===== src/rtl/store_lane_if.sv =====
// Handshake bundle for store_lane_ctrl: store request in, memory beat out, error pulse out.
// master = request producer / memory sink, slave = the store controller.
interface store_lane_if #(
  parameter int XLEN = 32
) ();
  localparam int NBYTES = XLEN / 8;

  logic              req_valid;
  logic              req_ready;
  logic [XLEN-1:0]   req_addr;
  logic [XLEN-1:0]   req_wdata;
  logic [2:0]        req_funct3;
  logic              mem_valid;
  logic              mem_ready;
  logic [XLEN-1:0]   mem_addr;
  logic [XLEN-1:0]   mem_wdata;
  logic [NBYTES-1:0] mem_be;
  logic              err_valid;
  logic              err_misalign;

  modport master (
    output req_valid, req_addr, req_wdata, req_funct3, mem_ready,
    input  req_ready, mem_valid, mem_addr, mem_wdata, mem_be, err_valid, err_misalign
  );

  modport slave (
    input  req_valid, req_addr, req_wdata, req_funct3, mem_ready,
    output req_ready, mem_valid, mem_addr, mem_wdata, mem_be, err_valid, err_misalign
  );
endinterface


===== src/rtl/store_lane_ctrl.sv =====
// Store-path controller: decodes byte enables and lane-shifted data, issues registered memory beats.
// Optional macro STORE_SPLIT_EN: word-crossing stores become two beats instead of a misalign error.
module store_lane_ctrl #(
  parameter int XLEN   = 32,
  parameter int NBYTES = XLEN / 8
) (
  input  logic        clk,
  input  logic        reset_n,
  store_lane_if.slave bus
);
  localparam int OFFW = $clog2(NBYTES);
`ifdef STORE_SPLIT_EN
  localparam int SPAN = 2;
  localparam logic [XLEN-1:0] WORD_STEP = XLEN'(NBYTES);
`else
  localparam int SPAN = 1;
`endif

  typedef enum logic [1:0] {
    ST_IDLE  = 2'd0,
    ST_BEAT0 = 2'd1,
    ST_BEAT1 = 2'd2
  } state_t;

  state_t            r_state;
  logic              r_mem_valid;
  logic [XLEN-1:0]   r_mem_addr;
  logic [XLEN-1:0]   r_mem_wdata;
  logic [NBYTES-1:0] r_mem_be;
  logic              r_err_valid;
  logic              r_err_misalign;
`ifdef STORE_SPLIT_EN
  logic              r_split;
  logic [NBYTES-1:0] r_hi_be;
  logic [XLEN-1:0]   r_hi_wdata;
`else
  logic              w_misalign;
`endif

  logic [OFFW-1:0]        w_off;
  logic [SPAN*NBYTES-1:0] w_base;
  logic [SPAN*NBYTES-1:0] w_mask;
  logic [SPAN*XLEN-1:0]   w_wide;
  logic [SPAN*XLEN-1:0]   w_shifted;
  logic [SPAN*XLEN-1:0]   w_data;
  logic [XLEN-1:0]        w_word_addr;
  logic                   w_illegal;
  logic                   w_last;
  logic                   w_ready;
  logic                   w_accept;

  // Byte-span mask and lane-positioned data; bytes outside the span are forced to zero
  always_comb begin
    w_off  = bus.req_addr[OFFW-1:0];
    w_base = '0;
    w_wide = '0;
    w_data = '0;
    for (int i = 0; i < SPAN*NBYTES; i++) begin
      w_base[i] = (32'(i) < (32'd1 << bus.req_funct3[1:0]));
    end
    w_mask = w_base << w_off;
    w_wide[XLEN-1:0] = bus.req_wdata;
    w_shifted = w_wide << {w_off, 3'b000};
    for (int b = 0; b < SPAN*NBYTES; b++) begin
      if (w_mask[b]) begin
        w_data[8*b +: 8] = w_shifted[8*b +: 8];
      end else begin
        w_data[8*b +: 8] = 8'h00;
      end
    end
  end

  // Width legality and (single-beat build only) natural-alignment check
  always_comb begin
    w_illegal = bus.req_funct3[2] | ((bus.req_funct3[1:0] == 2'b11) && (XLEN == 32));
`ifndef STORE_SPLIT_EN
    w_misalign = 1'b0;
    for (int i = 0; i < OFFW; i++) begin
      if (32'(i) < 32'(bus.req_funct3[1:0])) begin
        w_misalign = w_misalign | w_off[i];
      end else begin
        w_misalign = w_misalign;
      end
    end
`endif
  end

  // Request acceptance: idle, or the final beat retires this cycle
  always_comb begin
`ifdef STORE_SPLIT_EN
    w_last = (r_state == ST_BEAT1) || ((r_state == ST_BEAT0) && !r_split);
`else
    w_last = (r_state == ST_BEAT0);
`endif
    w_ready     = (r_state == ST_IDLE) || (w_last && r_mem_valid && bus.mem_ready);
    w_accept    = bus.req_valid && w_ready;
    w_word_addr = {bus.req_addr[XLEN-1:OFFW], {OFFW{1'b0}}};
  end

  // Beat sequencer with registered beat and error outputs
  always_ff @(posedge clk or negedge reset_n) begin
    if (!reset_n) begin
      r_state        <= ST_IDLE;
      r_mem_valid    <= 1'b0;
      r_mem_addr     <= '0;
      r_mem_wdata    <= '0;
      r_mem_be       <= '0;
      r_err_valid    <= 1'b0;
      r_err_misalign <= 1'b0;
`ifdef STORE_SPLIT_EN
      r_split        <= 1'b0;
      r_hi_be        <= '0;
      r_hi_wdata     <= '0;
`endif
    end else begin
      r_err_valid    <= 1'b0;
      r_err_misalign <= 1'b0;
`ifdef STORE_SPLIT_EN
      if ((r_state == ST_BEAT0) && r_split && bus.mem_ready) begin
        r_state     <= ST_BEAT1;
        r_split     <= 1'b0;
        r_mem_addr  <= r_mem_addr + WORD_STEP;
        r_mem_be    <= r_hi_be;
        r_mem_wdata <= r_hi_wdata;
      end else
`endif
      if (w_accept) begin
        if (w_illegal) begin
          r_err_valid    <= 1'b1;
          r_err_misalign <= 1'b0;
          r_state        <= ST_IDLE;
          r_mem_valid    <= 1'b0;
          r_mem_addr     <= '0;
          r_mem_wdata    <= '0;
          r_mem_be       <= '0;
`ifndef STORE_SPLIT_EN
        end else if (w_misalign) begin
          r_err_valid    <= 1'b1;
          r_err_misalign <= 1'b1;
          r_state        <= ST_IDLE;
          r_mem_valid    <= 1'b0;
          r_mem_addr     <= '0;
          r_mem_wdata    <= '0;
          r_mem_be       <= '0;
`endif
        end else begin
          r_state     <= ST_BEAT0;
          r_mem_valid <= 1'b1;
          r_mem_addr  <= w_word_addr;
          r_mem_be    <= w_mask[NBYTES-1:0];
          r_mem_wdata <= w_data[XLEN-1:0];
`ifdef STORE_SPLIT_EN
          r_split     <= |w_mask[2*NBYTES-1:NBYTES];
          r_hi_be     <= w_mask[2*NBYTES-1:NBYTES];
          r_hi_wdata  <= w_data[2*XLEN-1:XLEN];
`endif
        end
      end else if (r_mem_valid && bus.mem_ready) begin
        r_state     <= ST_IDLE;
        r_mem_valid <= 1'b0;
        r_mem_addr  <= '0;
        r_mem_wdata <= '0;
        r_mem_be    <= '0;
      end else begin
        r_state <= r_state;
      end
    end
  end

  assign bus.req_ready    = w_ready;
  assign bus.mem_valid    = r_mem_valid;
  assign bus.mem_addr     = r_mem_addr;
  assign bus.mem_wdata    = r_mem_wdata;
  assign bus.mem_be       = r_mem_be;
  assign bus.err_valid    = r_err_valid;
  assign bus.err_misalign = r_err_misalign;
endmodule

===== src/flat_wrapper.sv =====
// flat-port wrapper written by rule: the top's interface ports become plain ports
module store_lane_ctrl_flat 
#(
  parameter int XLEN   = 32,
  parameter int NBYTES = XLEN / 8
)
  (clk, reset_n, bus_req_valid, bus_req_addr, bus_req_wdata, bus_req_funct3, bus_mem_ready, bus_req_ready, bus_mem_valid, bus_mem_addr, bus_mem_wdata, bus_mem_be, bus_err_valid, bus_err_misalign);
  store_lane_if #(.XLEN(XLEN)) bus_i ();
  input  logic clk;
  input  logic reset_n;
  input wire logic [$bits(bus_i.req_valid)-1:0] bus_req_valid;
  input wire logic [$bits(bus_i.req_addr)-1:0] bus_req_addr;
  input wire logic [$bits(bus_i.req_wdata)-1:0] bus_req_wdata;
  input wire logic [$bits(bus_i.req_funct3)-1:0] bus_req_funct3;
  input wire logic [$bits(bus_i.mem_ready)-1:0] bus_mem_ready;
  output wire logic [$bits(bus_i.req_ready)-1:0] bus_req_ready;
  output wire logic [$bits(bus_i.mem_valid)-1:0] bus_mem_valid;
  output wire logic [$bits(bus_i.mem_addr)-1:0] bus_mem_addr;
  output wire logic [$bits(bus_i.mem_wdata)-1:0] bus_mem_wdata;
  output wire logic [$bits(bus_i.mem_be)-1:0] bus_mem_be;
  output wire logic [$bits(bus_i.err_valid)-1:0] bus_err_valid;
  output wire logic [$bits(bus_i.err_misalign)-1:0] bus_err_misalign;
  assign bus_i.req_valid = bus_req_valid;
  assign bus_i.req_addr = bus_req_addr;
  assign bus_i.req_wdata = bus_req_wdata;
  assign bus_i.req_funct3 = bus_req_funct3;
  assign bus_i.mem_ready = bus_mem_ready;
  assign bus_req_ready = bus_i.req_ready;
  assign bus_mem_valid = bus_i.mem_valid;
  assign bus_mem_addr = bus_i.mem_addr;
  assign bus_mem_wdata = bus_i.mem_wdata;
  assign bus_mem_be = bus_i.mem_be;
  assign bus_err_valid = bus_i.err_valid;
  assign bus_err_misalign = bus_i.err_misalign;
  store_lane_ctrl #(.XLEN(XLEN), .NBYTES(NBYTES)) u_core (.clk(clk), .reset_n(reset_n), .bus(bus_i));
endmodule

===== config.mk =====
export PLATFORM = sky130hd
export DESIGN_NAME = store_lane_ctrl_flat
export DESIGN_NICKNAME = d
export VERILOG_FILES = /design/src/rtl/store_lane_if.sv /design/src/rtl/store_lane_ctrl.sv /design/src/flat_wrapper.sv
export SDC_FILE = /design/constraint.sdc
export NUM_CORES = 1
export LEC_CHECK = 0
export BUFFER_PORTS_ARGS = -buffer_cell sky130_fd_sc_hd__buf_2
export CAP_MARGIN = 20
export CORE_ASPECT_RATIO = 1.1
export CORE_UTILIZATION = 30
export CTS_BUF_LIST = sky130_fd_sc_hd__clkbuf_4 sky130_fd_sc_hd__clkbuf_8 sky130_fd_sc_hd__clkbuf_16
export DETAILED_ROUTE_END_ITERATION = 6
export PLACE_DENSITY = 0.52
export RECOVER_POWER = 50
export SYNTH_ARGS = -nofsm -noshare
export SYNTH_HDL_FRONTEND = slang
export SYNTH_SLANG_ARGS = --single-unit

===== constraint.sdc =====
create_clock -name clk -period 1.9 [get_ports clk]
set_clock_uncertainty 0.1 [all_clocks]
set_input_delay 0.285 -clock clk [delete_from_list [all_inputs] [get_ports clk]]
set_output_delay 0.285 -clock clk [all_outputs]
set_load 0.02 [all_outputs]

==> results of run 1 <==
==> logic make-up after synthesis <==
| kind of cell | synth area share |
|---|---|
| XOR/XNOR | 0.002585 |
| other | 0.001107 |
| AO/OA/AOI/OAI | 0.2123 |
| buffers and inverters | 0.08788 |
| AND/OR/NAND/NOR | 0.08198 |
| flip-flops | 0.5096 |
| multiplexers | 0.1045 |
==> worst max-delay path, stage by stage (launching register included) <==
cell	delay [ns]
sky130_fd_sc_hd__dfrtp_1	0.42
sky130_fd_sc_hd__nand2b_1	0.12
sky130_fd_sc_hd__clkbuf_1	0.16
sky130_fd_sc_hd__buf_2	0.20
==> layer usage <==
metal / track usage / wire length [um]
met3: 0.04963 / 535
met2: 0.2591 / 4531
met5: 0 / 0
met4: 0.06385 / 167
met1: 0.2212 / 4106
==> cell type report <==
cell class | instances | area share
timing repair buffer | 153 | 0.1783
clock buffer | 14 | 0.06240
multi-input combinational | 184 | 0.3075
inverter | 32 | 0.02718
tap | 147 | 0.04077
sequential | 69 | 0.3827
clock inverter | 1 | 0.001109
==> sequential cells by signal, summed over array words and instances, names as in the netlist <==
| name | flops |
|---|---|
| u_core.bus.err_misalign | 1 |
| u_core.bus.err_valid | 1 |
| u_core.bus.mem_addr | 30 |
| u_core.bus.mem_be | 4 |
| u_core.bus.mem_valid | 1 |
| u_core.bus.mem_wdata | 32 |
==> placed cells by master (no fill, tap or decap), types with 2 or more instances in the layout <==
cell	n
sky130_fd_sc_hd__o21ai_1	2
sky130_fd_sc_hd__a22oi_1	8
sky130_fd_sc_hd__dfrtp_1	69
sky130_fd_sc_hd__o41ai_2	8
sky130_fd_sc_hd__nand2_1	59
sky130_fd_sc_hd__nor2_1	2
sky130_fd_sc_hd__o31ai_2	6
sky130_fd_sc_hd__clkbuf_8	3
sky130_fd_sc_hd__mux2i_1	16
sky130_fd_sc_hd__buf_2	105
sky130_fd_sc_hd__a22o_1	8
sky130_fd_sc_hd__o31ai_1	41
sky130_fd_sc_hd__buf_12	4
sky130_fd_sc_hd__conb_1	2
sky130_fd_sc_hd__a21oi_2	2
sky130_fd_sc_hd__clkbuf_1	35
sky130_fd_sc_hd__inv_1	31
sky130_fd_sc_hd__buf_4	7
sky130_fd_sc_hd__clkbuf_16	9
sky130_fd_sc_hd__mux2_2	15
sky130_fd_sc_hd__clkbuf_4	2
==> metrics by stage <==
stage,util,instance area [um^2],std cells
floorplan,-,3392,311
global placement,0.3890,4264,584
detailed placement,0.3890,4264,584
CTS,0.4161,4561,600
global route,0.4116,4512,600
finish,0.4116,4512,600
==> worst max path at each step <==
| stage | cells after the start | to |
|---|---|---|
| final | 3 | bus_req_ready |
| after global routing | 3 | bus_req_ready |
| after floorplan | 5 | u_core.bus.mem_wdata[24]$_DFFE_PN0P_ |
| after global placement | 5 | u_core.bus.mem_wdata[16]$_DFFE_PN0P_ |
| after CTS | 3 | bus_req_ready |
| after detailed placement | 5 | u_core.bus.mem_wdata[26]$_DFFE_PN0P_ |
==> power breakdown <==
group | internal [W] | switching [W]
Sequential | 0.00155 | 0.0000447
Combinational | 0.000244 | 0.000425
Clock | 0.00101 | 0.000585
==> out/summary.txt, run 1 <==
================================================================================
Initial core utilization ..........................................       0.3091
Worst Reg-to-Reg Cells ............................................            4
Fraction of synthesized cell area taken by the top area cell type .       0.5096
Hold violation total from the final report ........................            0
Final #Nets .......................................................          520
Via Count .........................................................         2779
Die Y-Extent ......................................................     113.5 um
Drt first pass iters ..............................................            4
Multi-input gate area in the final layout ......................... 0.001388 mm^2
Congestion Overflow GR ............................................            0
Synth Register Bits ...............................................           69
Root Driver ....................................................... sky130_fd_sc_hd__clkbuf_16
Final setup violation count .......................................            0
Most frequent cells after synthesis ............................... sky130_fd_sc_hd__dfrtp_1, sky130_fd_sc_hd__nand2_1, sky130_fd_sc_hd__o31ai_1, sky130_fd_sc_hd__inv_1, sky130_fd_sc_hd__mux2i_1
Number of hold-repair buffers added at the cts stage ..............            1
WL final ..........................................................     9.340 mm
Category of the most critical setup path ..........................      reg2out
Number of global-route vias before repair .........................         2793
Area grow syn2layout ..............................................       33.16%
Post-synth ARST share .............................................        1.000
Maximum level of the CTS H-tree ...................................            3
Clock latency on the worst-skew pair ..............................      0.32 ns
TritonCTS clock tree ..............................................        built
Top-Level Pins ....................................................          143
Yosys top cell by area ............................................ sky130_fd_sc_hd__dfrtp_1
Global-route total usage across every layer .......................       0.1679
Total CTS buffers .................................................            9
Die footprint ..................................................... 0.01172 mm^2
Final setup slack of the worst path ...............................    0.2946 ns
Cell with the most instances after synthesis ...................... sky130_fd_sc_hd__dfrtp_1
Number of setup buffers added after CTS ...........................            0
Data required time at the worst endpoint ..........................      1.51 ns
Warnings from Yosys ...............................................            0
Synth top area cells .............................................. sky130_fd_sc_hd__dfrtp_1, sky130_fd_sc_hd__o31ai_1, sky130_fd_sc_hd__nand2_1
Post-Synthesis Mean Instance Area .................................   10.93 um^2
Outcome ...........................................................    completed
Avg WL per Cell ...................................................     15.57 um
Bufs on Longest Clock Path ........................................            2
Worst Hold End .................................................... u_core.bus.mem_addr[10]$_DFFE_PN0P_
Setup tns final ...................................................         0 ns
Setup slack after placement .......................................    0.2261 ns
Final antenna diode count .........................................            0
Antenna violations before repair ..................................            0
Class of the tightest hold or removal check .......................       in2reg
Static Leakage ....................................................     2.326 nW
First-pass GRT wire length ........................................     14.69 mm
Launch instance of the worst register-to-register path ............ u_core.bus.mem_valid$_DFFE_PN0P_
Final-layout fill cell count ......................................         1097
DRC errors left ...................................................            0
Dominant synthesized flop cell .................................... sky130_fd_sc_hd__dfrtp_1
Biggest fanout along the worst timing path ........................            4
Max-Slew Margin vs Limit ..........................................       0.5172
Part of the Yosys area used for sequential elements ...............       0.5096
Post-DRT Antenna Nets .............................................            0
DRC violation total after the first TritonRoute iteration .........          129
Final number of max-transition violations .........................            0
Hold path start ................................................... bus_req_addr[10]
Origin of the worst setup path .................................... u_core.bus.mem_valid$_DFFE_PN0P_
Reg clk slew, reported paths ......................................      0.05 ns
Number of placement rows ..........................................           40
Critical R2R Capture .............................................. u_core.bus.mem_wdata[4]$_DFFE_PN0P_
Post-route fraction of the period consumed by the critical path ...       0.8449
Ratio of cells with drive above 1 in the final layout .............       0.3775
Smallest hold slack ...............................................   0.09472 ns
CORE AREA ......................................................... 0.01096 mm^2
Element type at the critical path start ...........................    flip-flop
Post-synth EDFFs ..................................................            0
Post-synthesis cell area .......................................... 0.003388 mm^2
Largest net degree at the start of global routing .................           47
GP Congestion .....................................................       0.7648
Total Power .......................................................   0.003857 W
Die extent in x ...................................................     103.3 um
Via density per instance ..........................................        4.632
Cts repair resizes ................................................            0
Count of buffers inserted at the top-level ports ..................          140
DPL Wire Length ...................................................     6.912 mm
Distinct cells, synth .............................................           35
Sequential cell area .............................................. 0.001727 mm^2
Areal power density over the cells ................................ 854.9 mW/mm^2
Unrepaired setup endpoints after global routing ...................           no
Register-to-register setup slack ..................................      0.33 ns
Shortest clock period the worst path allows after layout ..........     1.605 ns
Data arrival time of the worst path ...............................      1.22 ns
Sort of element at the end of the critical path ...................   output pin
Number of maximum-capacitance violations ..........................            0
Gate count of the mapped netlist ..................................          310
Number of cells on the worst hold path ............................            3
Worst voltage drop across the vdd grid ............................     400.1 uV
Max Clock Freq ....................................................    622.9 MHz
Clock tree sinks ..................................................           69
Worst-Margin Slew .................................................    0.7242 ns
================================================================================
Power figures use the tool's default switching activity.
==> run 2: changes to the inputs <==
==> constraint.sdc (replaced) <==
create_clock -name clk -period 1.7 [get_ports clk]
set_clock_uncertainty 0.1 [all_clocks]
set_input_delay 0.255 -clock clk [delete_from_list [all_inputs] [get_ports clk]]
set_output_delay 0.255 -clock clk [all_outputs]
set_load 0.02 [all_outputs]
==> run 2 against run 1 <==
Critical path depth is 1 higher; first-iteration DRC count is 5.4% lower; die area stayed put; worst setup slack worse by 0.089 ns; utilization is 0.74 points higher; sequential power is 12% higher; global-route usage is 0.22 points lower; sequential share of layout area is 0.68 points lower; clock power is 37% higher; flip-flop and latch count stayed put; final cell count is 0.67% higher.
==> out/summary.txt, run 2 (synthesis results as in run 1) <==
========================================================================================
Count of buffers inserted at the top-level ports ..........................          140
Worst path depth ..........................................................            4
Final #Nets ...............................................................          522
Congestion Overflow GR ....................................................            0
Shortest clock period the worst path allows after layout ..................     1.494 ns
Data required time at the worst endpoint ..................................      1.83 ns
Data arrival time of the worst path .......................................      1.62 ns
Drt first pass iters ......................................................            4
Origin of the worst setup path ............................................ u_core.bus.mem_valid$_DFFE_PN0P_
DRC errors left ...........................................................            0
TritonCTS clock tree ......................................................        built
CORE AREA ................................................................. 0.01096 mm^2
Total CTS buffers .........................................................            9
Final-layout fill cell count ..............................................         1112
Seq pwr share .............................................................        0.378
Net switching power figure ................................................   0.001203 W
Number of flip-flops in the largest register ..............................           32
Number of placed cells counting well taps .................................          585
Biggest fanout along the worst timing path ................................           32
GP Congestion .............................................................       0.8079
Hold violation total from the final report ................................            0
Part of the total power dissipated in the clock network ...................        0.462
Sort of element at the end of the critical path ...........................    flip-flop
Root Driver ............................................................... sky130_fd_sc_hd__clkbuf_16
Die extent in x ...........................................................     103.3 um
Bufs on Longest Clock Path ................................................            2
Clock latency on the worst-skew pair ......................................      0.33 ns
Number of global-route vias before repair .................................         2719
Reg clk slew, reported paths ..............................................      0.05 ns
Outcome ...................................................................    completed
Class of the tightest hold or removal check ...............................       in2reg
Static Leakage ............................................................     2.366 nW
Worst voltage drop across the vdd grid ....................................     480.0 uV
Maximum level of the CTS H-tree ...........................................            3
Areal power density over the cells ........................................ 1026 mW/mm^2
Die footprint ............................................................. 0.01172 mm^2
Number of placement rows ..................................................           40
Final cell count without fillers ..........................................          604
Post-route fraction of the period consumed by the critical path ...........       0.8791
Category of cells accounting for the largest share of critical-path delay .   flip-flops
Clock tree sinks ..........................................................           69
CP max stage delay ........................................................      0.42 ns
Net Sw Frac ...............................................................       0.2551
Final setup violation count ...............................................            0
Top-Level Pins ............................................................          143
Via density per instance ..................................................        4.742
Number of maximum-capacitance violations ..................................            0
Worst-Margin Slew .........................................................    0.7238 ns
Combinational cell fraction of total power ................................        0.161
Antenna violations before repair ..........................................            1
Most common library cell in the layout ignoring fill and taps ............. sky130_fd_sc_hd__buf_2
Avg WL per Cell ...........................................................     15.46 um
Area grow syn2layout ......................................................       35.56%
Initial core utilization ..................................................       0.3091
Internal cell power .......................................................   0.003511 W
Worst Reg-to-Reg Cells ....................................................            4
First-pass GRT wire length ................................................     14.41 mm
WL final ..................................................................     9.338 mm
Max-Slew Margin vs Limit ..................................................       0.5175
Critical Path Slowest Stage Cell .......................................... sky130_fd_sc_hd__dfrtp_1
Largest net degree at the start of global routing .........................           53
Critical path cell sequence ............................................... nand2b_1 -> nand3_2 -> buf_4 -> o31ai_1
Max Clock Freq ............................................................    669.2 MHz
DPL Wire Length ...........................................................     6.810 mm
Ratio of cells with drive above 1 in the final layout .....................       0.3838
Element type at the critical path start ...................................    flip-flop
Category of the most critical setup path ..................................      reg2reg
DRC violation total after the first TritonRoute iteration .................          122
Launch instance of the worst register-to-register path .................... u_core.bus.mem_valid$_DFFE_PN0P_
Via Count .................................................................         2864
Commonest cells after routing, fill and taps aside ........................ sky130_fd_sc_hd__buf_2, sky130_fd_sc_hd__dfrtp_1, sky130_fd_sc_hd__nand2_1
Final number of max-transition violations .................................            0
Hold path start ........................................................... bus_req_addr[15]
Unrepaired setup endpoints after global routing ...........................           no
Die Y-Extent ..............................................................     113.5 um
Global-route total usage across every layer ...............................       0.1656
Setup tns final ...........................................................         0 ns
Number of cells on the worst hold path ....................................            3
Post-DRT Antenna Nets .....................................................            0
Buf+Inv Stages, Crit Path .................................................            1
========================================================================================
[run 2: worst paths after layout]
check / end / slack (ns)
setup / recovery: u_core.bus.mem_wdata[15]$_DFFE_PN0P_ / 0.21
max in group asynchronous: u_core.bus.mem_addr[25]$_DFFE_PN0P_ / 0.22
hold reg to reg: u_core.bus.mem_addr[23]$_DFFE_PN0P_ / 0.37
min in group asynchronous: u_core.bus.mem_wdata[18]$_DFFE_PN0P_ / 0.42
setup reg to reg: u_core.bus.mem_wdata[15]$_DFFE_PN0P_ / 0.21
hold / removal: u_core.bus.mem_addr[15]$_DFFE_PN0P_ / 0.06
[run 2: worst reg2reg max path: stages (launching register included)]
cell,delay [ns]
sky130_fd_sc_hd__dfrtp_1,0.42
sky130_fd_sc_hd__nand2b_1,0.18
sky130_fd_sc_hd__nand3_2,0.13
sky130_fd_sc_hd__buf_4,0.27
sky130_fd_sc_hd__o31ai_1,0.29
[run 2: layer usage]
| layer | vias to the layer above | part of all wire | track usage |
|---|---|---|---|
| met2 | 91 | 0.49 | 0.2644 |
| met5 | - | 0 | 0 |
| met3 | 12 | 0.064 | 0.04105 |
| met4 | 0 | 0.016 | 0.07230 |
| met1 | 1394 | 0.43 | 0.2114 |
| li1 | 1367 | - | - |
[run 2: what timing repair did]
item / CTS / global route
buffers inserted: 0 / 0
hold buffers: 1 / 0
gates resized for setup: 0 / 0
hold endpoints to repair: 24 / 0
[run 2: power groups by stage]
stage	clock network (W)	registers (W)	logic (W)
after floorplan	0	0.00191	0.000337
after global placement	0	0.00181	0.000763
after detailed placement	0	0.00181	0.000770
after CTS	0.00222	0.00178	0.000773
after global routing	0.00230	0.00179	0.000829
final	0.00218	0.00178	0.000758
[run 2: cell type report]
| class | count | area [um^2] | share of cell area |
|---|---|---|---|
| sequential | 69 | 1727 | 0.3759 |
| multi-input combinational | 184 | 1388 | 0.3021 |
| timing repair buffer | 155 | 820.8 | 0.1787 |
| clock buffer | 12 | 254.0 | 0.05530 |
| tap | 147 | 183.9 | 0.04004 |
| inverter | 32 | 122.6 | 0.02670 |
| clock inverter | 4 | 95.09 | 0.02070 |
| antenna | 1 | 2.502 | 0.0005448 |
[run 2: stage by stage]
step | util | hold WS (ns) | instance area (um^2) | setup slack [ns] | total power (W)
floorplan | - | -0.1406 | 3392 | 0.1434 | 0.002249
global placement | 0.3886 | 0.1031 | 4259 | -0.1960 | 0.002569
detailed placement | 0.3886 | 0.1006 | 4259 | -0.2376 | 0.002578
CTS | 0.4213 | 0.04773 | 4618 | 0.1107 | 0.004769
global route | 0.4191 | 0.06321 | 4593 | 0.01329 | 0.004915
finish | 0.4191 | 0.05786 | 4593 | 0.2056 | 0.004713
